File: src/rtl/ustc_psum_packer.sv
`default_nettype none
// ============================================================================
// Module   : ustc_psum_packer
// Brief    : Packs a tagged serial stream of partial products into NUM_IN-slot
//            lines of {ctrl, row, data} for the column partial-sum buffer.
//            A line closes when it fills, when the column changes, or at the
//            end of the tile.
// Options  : USTC_PACK_ROWCHK_EN - drop products with row >= M and raise a
//            sticky err flag. Undefined: every product is packed, err = 0.
// Revision : 1.0 - initial release
// ============================================================================
module ustc_psum_packer #(
  parameter int M       = 16,
  parameter int NUM_IN  = 32,
  parameter int DW_DATA = 8,
  parameter int DW_ROW  = 4,
  parameter int DW_COL  = 4,
  parameter int DW_CTRL = 2,
  parameter int DW_LINE = DW_DATA + DW_ROW + DW_CTRL
) (
  input  logic                      clk,
  input  logic                      rst,
  input  logic                      in_valid,
  output logic                      in_ready,
  input  logic [DW_DATA-1:0]        in_data,
  input  logic [DW_ROW-1:0]         in_row,
  input  logic [DW_COL-1:0]         in_col,
  input  logic                      in_last,
  output logic [DW_COL-1:0]         col,
  output logic [NUM_IN*DW_LINE-1:0] line,
  output logic                      input_en,
  output logic                      output_en,
  output logic                      err
);

  localparam int IDX_W    = (NUM_IN > 1) ? $clog2(NUM_IN) : 1;
  localparam int CNT_W    = $clog2(NUM_IN + 1);
  localparam int CLOSE_BIT = DW_DATA + DW_ROW + 1;

  typedef logic [NUM_IN-1:0][DW_LINE-1:0] buf_t;

  // PEND covers the cycle where a column change left a second line to emit.
  typedef enum logic [1:0] {
    S_IDLE = 2'd0,
    S_FILL = 2'd1,
    S_PEND = 2'd2,
    S_DONE = 2'd3
  } state_t;

  state_t              state_q, state_d;
  buf_t                buf_q, buf_d;
  logic [CNT_W-1:0]    cnt_q, cnt_d;
  logic [DW_COL-1:0]   cur_col_q, cur_col_d;
  logic                pend_last_q, pend_last_d;
  buf_t                line_q, line_d;
  logic [DW_COL-1:0]   col_q, col_d;
  logic                input_en_q, input_en_d;
  logic                output_en_q, output_en_d;
  logic                in_ready_q, in_ready_d;
  logic                err_q, err_d;

  logic                w_acc;
  logic                w_drop;
  logic [DW_LINE-1:0]  w_slot;
  logic [IDX_W-1:0]    w_idx;
  logic [IDX_W-1:0]    w_top;
  buf_t                w_app;
  buf_t                w_old_closed;

`ifdef USTC_PACK_ROWCHK_EN
  assign w_drop = (32'(in_row) >= 32'(M));
`else
  assign w_drop = 1'b0;
`endif

  assign w_acc  = in_valid && in_ready_q;
  assign w_slot = {2'b01, in_row, in_data};
  assign w_idx  = IDX_W'(cnt_q);
  assign w_top  = IDX_W'(cnt_q - 1'b1);

  // Candidate buffers: current buffer with the new product appended, and the
  // current buffer with its highest valid slot flagged as column-closing.
  always_comb begin
    w_app               = buf_q;
    w_app[w_idx]        = w_slot;
    w_old_closed        = buf_q;
    w_old_closed[w_top][CLOSE_BIT] = 1'b1;
  end

  // Next-state, packing and emit decisions.
  always_comb begin
    state_d     = state_q;
    buf_d       = buf_q;
    cnt_d       = cnt_q;
    cur_col_d   = cur_col_q;
    pend_last_d = pend_last_q;
    line_d      = line_q;
    col_d       = col_q;
    input_en_d  = 1'b0;
    output_en_d = 1'b0;
    err_d       = err_q;

    case (state_q)
      S_IDLE, S_FILL: begin
        if (w_acc) begin
          if (w_drop) begin
            err_d = 1'b1;
            if (in_last) begin
              if (cnt_q != '0) begin
                line_d     = w_old_closed;
                col_d      = cur_col_q;
                input_en_d = 1'b1;
              end
              buf_d   = '0;
              cnt_d   = '0;
              state_d = S_DONE;
            end
          end else if ((cnt_q != '0) && (in_col != cur_col_q)) begin
            line_d      = w_old_closed;
            col_d       = cur_col_q;
            input_en_d  = 1'b1;
            buf_d       = '0;
            buf_d[0]    = w_slot;
            cnt_d       = CNT_W'(1);
            cur_col_d   = in_col;
            pend_last_d = in_last;
            state_d     = (in_last || (NUM_IN == 1)) ? S_PEND : S_FILL;
          end else if ((cnt_q == CNT_W'(NUM_IN - 1)) || in_last) begin
            line_d = w_app;
            if (in_last) line_d[w_idx][CLOSE_BIT] = 1'b1;
            col_d      = in_col;
            input_en_d = 1'b1;
            buf_d      = '0;
            cnt_d      = '0;
            state_d    = in_last ? S_DONE : S_IDLE;
          end else begin
            buf_d     = w_app;
            cnt_d     = cnt_q + 1'b1;
            cur_col_d = in_col;
            state_d   = S_FILL;
          end
        end
      end
      S_PEND: begin
        line_d = buf_q;
        if (pend_last_q) line_d[0][CLOSE_BIT] = 1'b1;
        col_d       = cur_col_q;
        input_en_d  = 1'b1;
        buf_d       = '0;
        cnt_d       = '0;
        pend_last_d = 1'b0;
        state_d     = pend_last_q ? S_DONE : S_IDLE;
      end
      S_DONE: begin
        output_en_d = 1'b1;
        state_d     = S_IDLE;
      end
      default: state_d = S_IDLE;
    endcase

    in_ready_d = (state_d == S_IDLE) || (state_d == S_FILL);
  end

  // State and registered outputs; reset discards any partial buffer.
  always_ff @(posedge clk or posedge rst) begin
    if (rst) begin
      state_q     <= S_IDLE;
      buf_q       <= '0;
      cnt_q       <= '0;
      cur_col_q   <= '0;
      pend_last_q <= 1'b0;
      line_q      <= '0;
      col_q       <= '0;
      input_en_q  <= 1'b0;
      output_en_q <= 1'b0;
      in_ready_q  <= 1'b0;
      err_q       <= 1'b0;
    end else begin
      state_q     <= state_d;
      buf_q       <= buf_d;
      cnt_q       <= cnt_d;
      cur_col_q   <= cur_col_d;
      pend_last_q <= pend_last_d;
      line_q      <= line_d;
      col_q       <= col_d;
      input_en_q  <= input_en_d;
      output_en_q <= output_en_d;
      in_ready_q  <= in_ready_d;
      err_q       <= err_d;
    end
  end

  assign in_ready  = in_ready_q;
  assign line      = line_q;
  assign col       = col_q;
  assign input_en  = input_en_q;
  assign output_en = output_en_q;
  assign err       = err_q;

endmodule
`default_nettype wire
File: config.mk
export PLATFORM = sky130hd
export DESIGN_NAME = ustc_psum_packer
export DESIGN_NICKNAME = d
export VERILOG_FILES = /design/src/rtl/ustc_psum_packer.sv
export SDC_FILE = /design/constraint.sdc
export NUM_CORES = 2
export LEC_CHECK = 0
export BUFFER_PORTS_ARGS = -buffer_cell sky130_fd_sc_hd__buf_2
export CAP_MARGIN = 25
export CORE_MARGIN = 2
export CORE_UTILIZATION = 60
export DETAILED_ROUTE_END_ITERATION = 16
export GPL_ROUTABILITY_DRIVEN = 0
export HOLD_SLACK_MARGIN = 0.12
export PLACE_DENSITY = 0.86
export SETUP_SLACK_MARGIN = 0.2
export SLEW_MARGIN = 30
export SYNTH_ARGS = -nofsm -noshare
export SYNTH_HDL_FRONTEND = slang
export SYNTH_SLANG_ARGS = --single-unit
File: constraint.sdc
create_clock -name clk -period 68 [get_ports clk]
set_clock_uncertainty 0.2 [all_clocks]
set_input_delay 6.8 -clock clk [delete_from_list [all_inputs] [get_ports clk]]
set_output_delay 6.8 -clock clk [all_outputs]
set_load 0.02 [all_outputs]
---- Word-level counts from Yosys, hierarchy flattened ----
Cells that the tools add are included.
storage, ports and cells
  word-level logic and storage cells ...... 147
  register bits after elaboration ......... 916
  output and inout bits ................... 456
  input bits .............................. 20
operators by class
  $lt $le $gt $ge ......................... 4
  add/sub/neg operators ................... 2
  mux-type cells .......................... 42
  bitwise logic cells ..................... 2
  eq/ne operators ......................... 10
  reduce and logical (&&, ||, !) cells .... 15
operators by type and width
  cell                                                                   number
  448-bit 2-to-1 mux                                                     7
  448-bit one-hot mux with 2 select lines                                2
  448-bit OR                                                             2
  448-bit bitwise mux                                                    1
  14-bit demux with 5-bit select                                         3
  14-bit 2-to-1 mux                                                      3
  4-bit 2-to-1 mux                                                       5
  6-bit 2-to-1 mux                                                       3
  5-bit by 6-bit < comparator with 1-bit output, second input constant   2
  2-bit 2-to-1 mux                                                       6
  6-bit one-hot mux with 2 select lines                                  1
  5-bit by 1-bit >= comparator with 1-bit output, second input constant  2
  3-bit AND reduction                                                    3
  4-bit one-hot mux with 2 select lines                                  1
  1-bit 2-to-1 mux                                                       7
  6-bit by 1-bit adder with 6-bit output, second input constant          1
  6-bit by 5-bit == test with 1-bit output, second input constant        1
  2-bit != test, second input constant                                   3
  2-bit one-hot mux with 3 select lines                                  1
  6-bit nonzero test                                                     1
  5-bit by 1-bit subtractor with 5-bit output, second input constant     1
  2-bit by 1-bit == test with 1-bit output, second input constant        2
  2-bit == test, second input constant                                   2
  1-bit logical AND                                                      4
  other kinds (8)                                                        11

---- Logic depth before layout (Yosys ltp) ----
  depth in word-level cells ............... 11
  gate-level depth with buffers ........... 14
  gate-level depth less buffers ........... 8

---- Least setup slack after synthesis ----
Ideal clock, no wire load.
  path type ............................... in2reg
  from .................................... input in_col[1]
  to ...................................... register line_q, in the netlist line[182]
  setup time .............................. 0.128 ns
  slack ................................... 58.981 ns
  arrival time ............................ 8.691 ns
  path buffers ............................ 2
  data required time ...................... 67.672 ns
  stages on the path ...................... 7
  path through ............................ xnor2_1 nand4_1 buf_2 a211oi_4 buf_6 mux2_1 mux2_1
between the ends
  longest elaborated chain between the ends .. 5
  elaborated cells between the ends (all ways) .. 7
  those cells by class .................... eq/ne (2); mux (3); reduce/logical (2)
ends and longest elaborated chain
  item                                     RTL line  source
  start, declared                          27        input logic [DW_COL-1:0] in_col,
  4-bit != test *                          118       end else if ((cnt_q != '0) && (in_col != cur_col_q)) begin
  1-bit logical AND *                      118
  448-bit 2-to-1 mux                       118
  448-bit 2-to-1 mux                       105       if (w_acc) begin
  448-bit one-hot mux with 2 select lines  103       case (state_q)
  end signal, assigned                     184       line_q <= line_d;
  end, declared                            55        buf_t line_q, line_d;
Mark *: on every way between the ends. The rest lies on a longest branch, timed or not. The select of a mux whose other input is x is not followed.
A chain may end at the register's enable or synchronous reset.

---- Final worst setup path ----
  from .................................... input in_col[1]
  to ...................................... register line_q, in the netlist line[347]
The elaborated chain is that of the path after synthesis.

==> metrics.txt <==
# TYPE chip_impl_metric gauge
chip_impl_info{name="setup.worst_path.start_class",value="input pin"} 1
chip_impl_metric{name="numCtsBuffers",unit=""} 92
chip_impl_metric{name="synthesis.area_per_instance",unit="µm²"} 13.54
chip_impl_info{name="crit_start",value="in_col[1]"} 1
chip_impl_info{name="min-delay-start",value="buf_q[184]"} 1
chip_impl_metric{name="routed_wirelength",unit="mm"} 119.2
chip_impl_info{name="cts_root_buffer",value="clkbuf_16"} 1
chip_impl_metric{name="finalHoldViolCount",unit=""} 0
chip_impl_metric{name="synth.lib_cells_used.distinct",unit=""} 69
chip_impl_metric{name="dieArea",unit="mm²"} 0.07038
chip_impl_metric{name="vias",unit=""} 28480
chip_impl_metric{name="setup_viol",unit=""} 0
chip_impl_metric{name="final_area",unit="mm²"} 0.04721
chip_impl_metric{name="totalNegativeSetupSlack",unit="ns"} 0
chip_impl_metric{name="initial_antenna_violation_count",unit=""} 5
chip_impl_metric{name="maxCapViolations",unit=""} 0
chip_impl_metric{name="floorplan.initialDensity",unit=""} 0.6078
chip_impl_metric{name="place_area",unit="mm²"} 0.04377
chip_impl_metric{name="vias_per_cell",unit=""} 6.610
chip_impl_metric{name="post_synth_inst_count",unit=""} 3026
chip_impl_info{name="ys_dominant_reg_cell",value="dfrtp_1"} 1
chip_impl_info{name="synth.largest_area_cell",value="dfrtp_1"} 1
chip_impl_metric{name="layout.core_utilization",unit=""} 0.7005
chip_impl_metric{name="io_buffers",unit=""} 474
chip_impl_metric{name="synthesis.nets",unit=""} 3054
chip_impl_metric{name="area_of_the_mapped_netlist",unit="mm²"} 0.04096
chip_impl_metric{name="nNetsFinal",unit=""} 3384
chip_impl_metric{name="ys_seq_area_frac",unit=""} 0.5596
chip_impl_info{name="regToRegStartpoint",value="cnt_q[0]"} 1
chip_impl_metric{name="post_cts_buffers",unit=""} 0
chip_impl_metric{name="grt_max_degree",unit=""} 188
chip_impl_metric{name="crit_fanout",unit=""} 117
chip_impl_info{name="synth_area_leaders",value="dfrtp_1 56%, mux2_2 21%, a22o_1 6.2%, a32o_1 2.3%, mux2_1 1.5%"} 1
chip_impl_metric{name="cts_sinks",unit=""} 916
chip_impl_metric{name="routed_antenna_nets",unit=""} 0
chip_impl_metric{name="synth_enable_flop_cells",unit=""} 0
chip_impl_metric{name="slew_viol_final",unit=""} 0
chip_impl_metric{name="detail_route.iter0.violations",unit=""} 3014
chip_impl_info{name="run_status",value="completed"} 1
chip_impl_metric{name="final_cell_count_no_fill",unit=""} 4308
chip_impl_info{name="final_common_cell",value="dfrtp_1"} 1
chip_impl_metric{name="cts_hold_buffers",unit=""} 0
chip_impl_metric{name="chip_height",unit="µm"} 265.3
chip_impl_info{name="criticalPathCategory",value="input pin to register"} 1
chip_impl_metric{name="post-route-min-period",unit="ns"} 10.70
chip_impl_metric{name="dpl.cell_count",unit=""} 4130
chip_impl_metric{name="synthesis_stage_register_bit_count",unit=""} 916
chip_impl_metric{name="globalRouteTotalUtil",unit=""} 0.3364
chip_impl_metric{name="ys.warnings.count",unit=""} 0
chip_impl_metric{name="p_per_area",unit="mW/mm²"} 33.33
chip_impl_metric{name="post_synthesis_to_final_layout_area_growth",unit="%"} 15.24
chip_impl_metric{name="top_level_ports",unit=""} 476
chip_impl_metric{name="power.total",unit="mW"} 1.574
chip_impl_info{name="grt_setup_unrepaired",value="false"} 1
chip_impl_metric{name="irDropWorstVdd",unit="mV"} 0.02313
chip_impl_metric{name="ctsResizeCount",unit=""} 0
chip_impl_metric{name="first_pass_iters",unit=""} 6
chip_impl_metric{name="worst-slew-pin-transition",unit="ns"} 1.015
chip_impl_metric{name="cts_max_level",unit=""} 3
chip_impl_metric{name="grt_overflow",unit=""} 0
chip_impl_metric{name="route.detailed.drc",unit=""} 0
chip_impl_metric{name="drive_above_1_share",unit=""} 0.4541
chip_impl_info{name="critPathCaptureType",value="register"} 1
chip_impl_metric{name="arrival_time_at_the_worst_endpoint",unit="ns"} 11.03
chip_impl_metric{name="first_global_vias",unit=""} 28760
chip_impl_metric{name="wire_length_per_cell",unit="µm"} 27.67
chip_impl_metric{name="fin_crit_sh",unit=""} 0.1574
chip_impl_metric{name="worst_skew_pair.late_latency",unit="ns"} 0.65
chip_impl_metric{name="fp-row-count",unit=""} 95
chip_impl_metric{name="worst-endpoint-required",unit="ns"} 68.33
chip_impl_info{name="hold_class",value="register to register"} 1
chip_impl_metric{name="die-width",unit="µm"} 265.3
chip_impl_metric{name="clk_path_buf_depth",unit=""} 3
chip_impl_metric{name="slew-limit-headroom",unit=""} 0.3210
chip_impl_metric{name="design.core.area",unit="mm²"} 0.06740
chip_impl_info{name="mostFrequentLayoutCells",value="915 x dfrtp_1, 763 x mux2_2, 474 x buf_2"} 1
chip_impl_metric{name="yosys.area.top_type_share",unit=""} 0.5596
chip_impl_metric{name="post-dp-hpwl",unit="mm"} 73.72
chip_impl_metric{name="async_flop_share",unit=""} 1.000
chip_impl_metric{name="clock_edge_transition_at_the_registers_on_the_reported_setup_and_hold_paths",unit="ns"} 0.07
chip_impl_metric{name="grt_pass1_wl",unit="mm"} 180.6
chip_impl_metric{name="leakage",unit="nW"} 24.34
chip_impl_metric{name="max_freq",unit="MHz"} 93.43
chip_impl_info{name="tritoncts",value="built"} 1
power by group:
part	switching [mW]	internal [mW]
sequential	0.0217	0.577
clock	0.220	0.320
combinational	0.294	0.141
sequential cells by signal, summed over array words and instances, names as in the netlist, named ones only:
| register | flops |
|---|---|
| output_en | 1 |
| line | 448 |
| pend_last_q | 1 |
| state_q | 1 |
| input_en | 1 |
| buf_q | 448 |
| in_ready | 1 |
| col | 4 |
| cnt_q | 6 |
| cur_col_q | 4 |
stage by stage:
step | setup WS (ns) | hold WS (ns)
2_1_floorplan | 35.25 | 0.2540
3_3_place_gp | 56.52 | 0.2646
3_5_place_dp | 56.44 | 0.2731
4_1_cts | 57.11 | 0.2875
5_1_grt | 57.15 | 0.2938
6_report | 57.30 | 0.2858
layer usage:
layer	up-vias	track usage	part of all wire
li1	11870	-	-
met1	14730	0.4634	0.40
met2	1546	0.5135	0.46
met3	327	0.07952	0.092
met4	2	0.1477	0.044
met5	-	0	0.00011
path summary, 6_finish.rpt:
kind                         endpoint  slack, ns  cells past startpoint
setup reg to reg            line[408]      62.02                     10
hold / removal             buf_q[184]       0.29                      1
hold reg to reg            buf_q[184]       0.29                      1
max in group asynchronous   line[336]      58.59                      6
min in group asynchronous    line[44]       6.04                      2
setup / recovery            line[347]      57.30                     10
critical path, cell delays in order:
cell and delay [ns]:
buf_2 0.12, xnor2_1 0.15, and4_2 0.26, buf_4 0.31, o21ai_2 0.40, a21oi_4 0.28, inv_8 0.65, buf_4 0.83
buf_6 0.67, mux2_2 0.42
cells by family (layout without fill, tap and decap cells):
group	count (synthesis)	count (layout)	synth area share
AO/OA/AOI/OAI	623	623	0.1272
XOR/XNOR	7	7	0.001497
adder cells (fa/ha/maj)	8	8	0.002444
buffers and inverters	339	746	0.03855
flip-flops	916	916	0.5596
multiplexers	853	853	0.2334
other	1	3	0.00009154
AND/OR/NAND/NOR	279	279	0.03726
layout make-up:
type	count	area, µm²
sequential	916	22920
fill	4413	20190
multi-input combinational	1771	16710
timing repair buffer	554	3137
clock buffer	132	2746
tap	873	1092
clock inverter	39	500.5
inverter	21	98.84
antenna	2	5.005
synth_stat cells (35+ instances only):
master	instances
dfrtp_1	916
mux2_2	763
a22o_1	290
clkbuf_1	157
buf_2	104
a32o_1	96
nor2_1	89
mux2_1	55
and2_1	49
a21oi_1	44
buf_4	37
mux2i_1	35
Power figures use the tool's default switching activity.
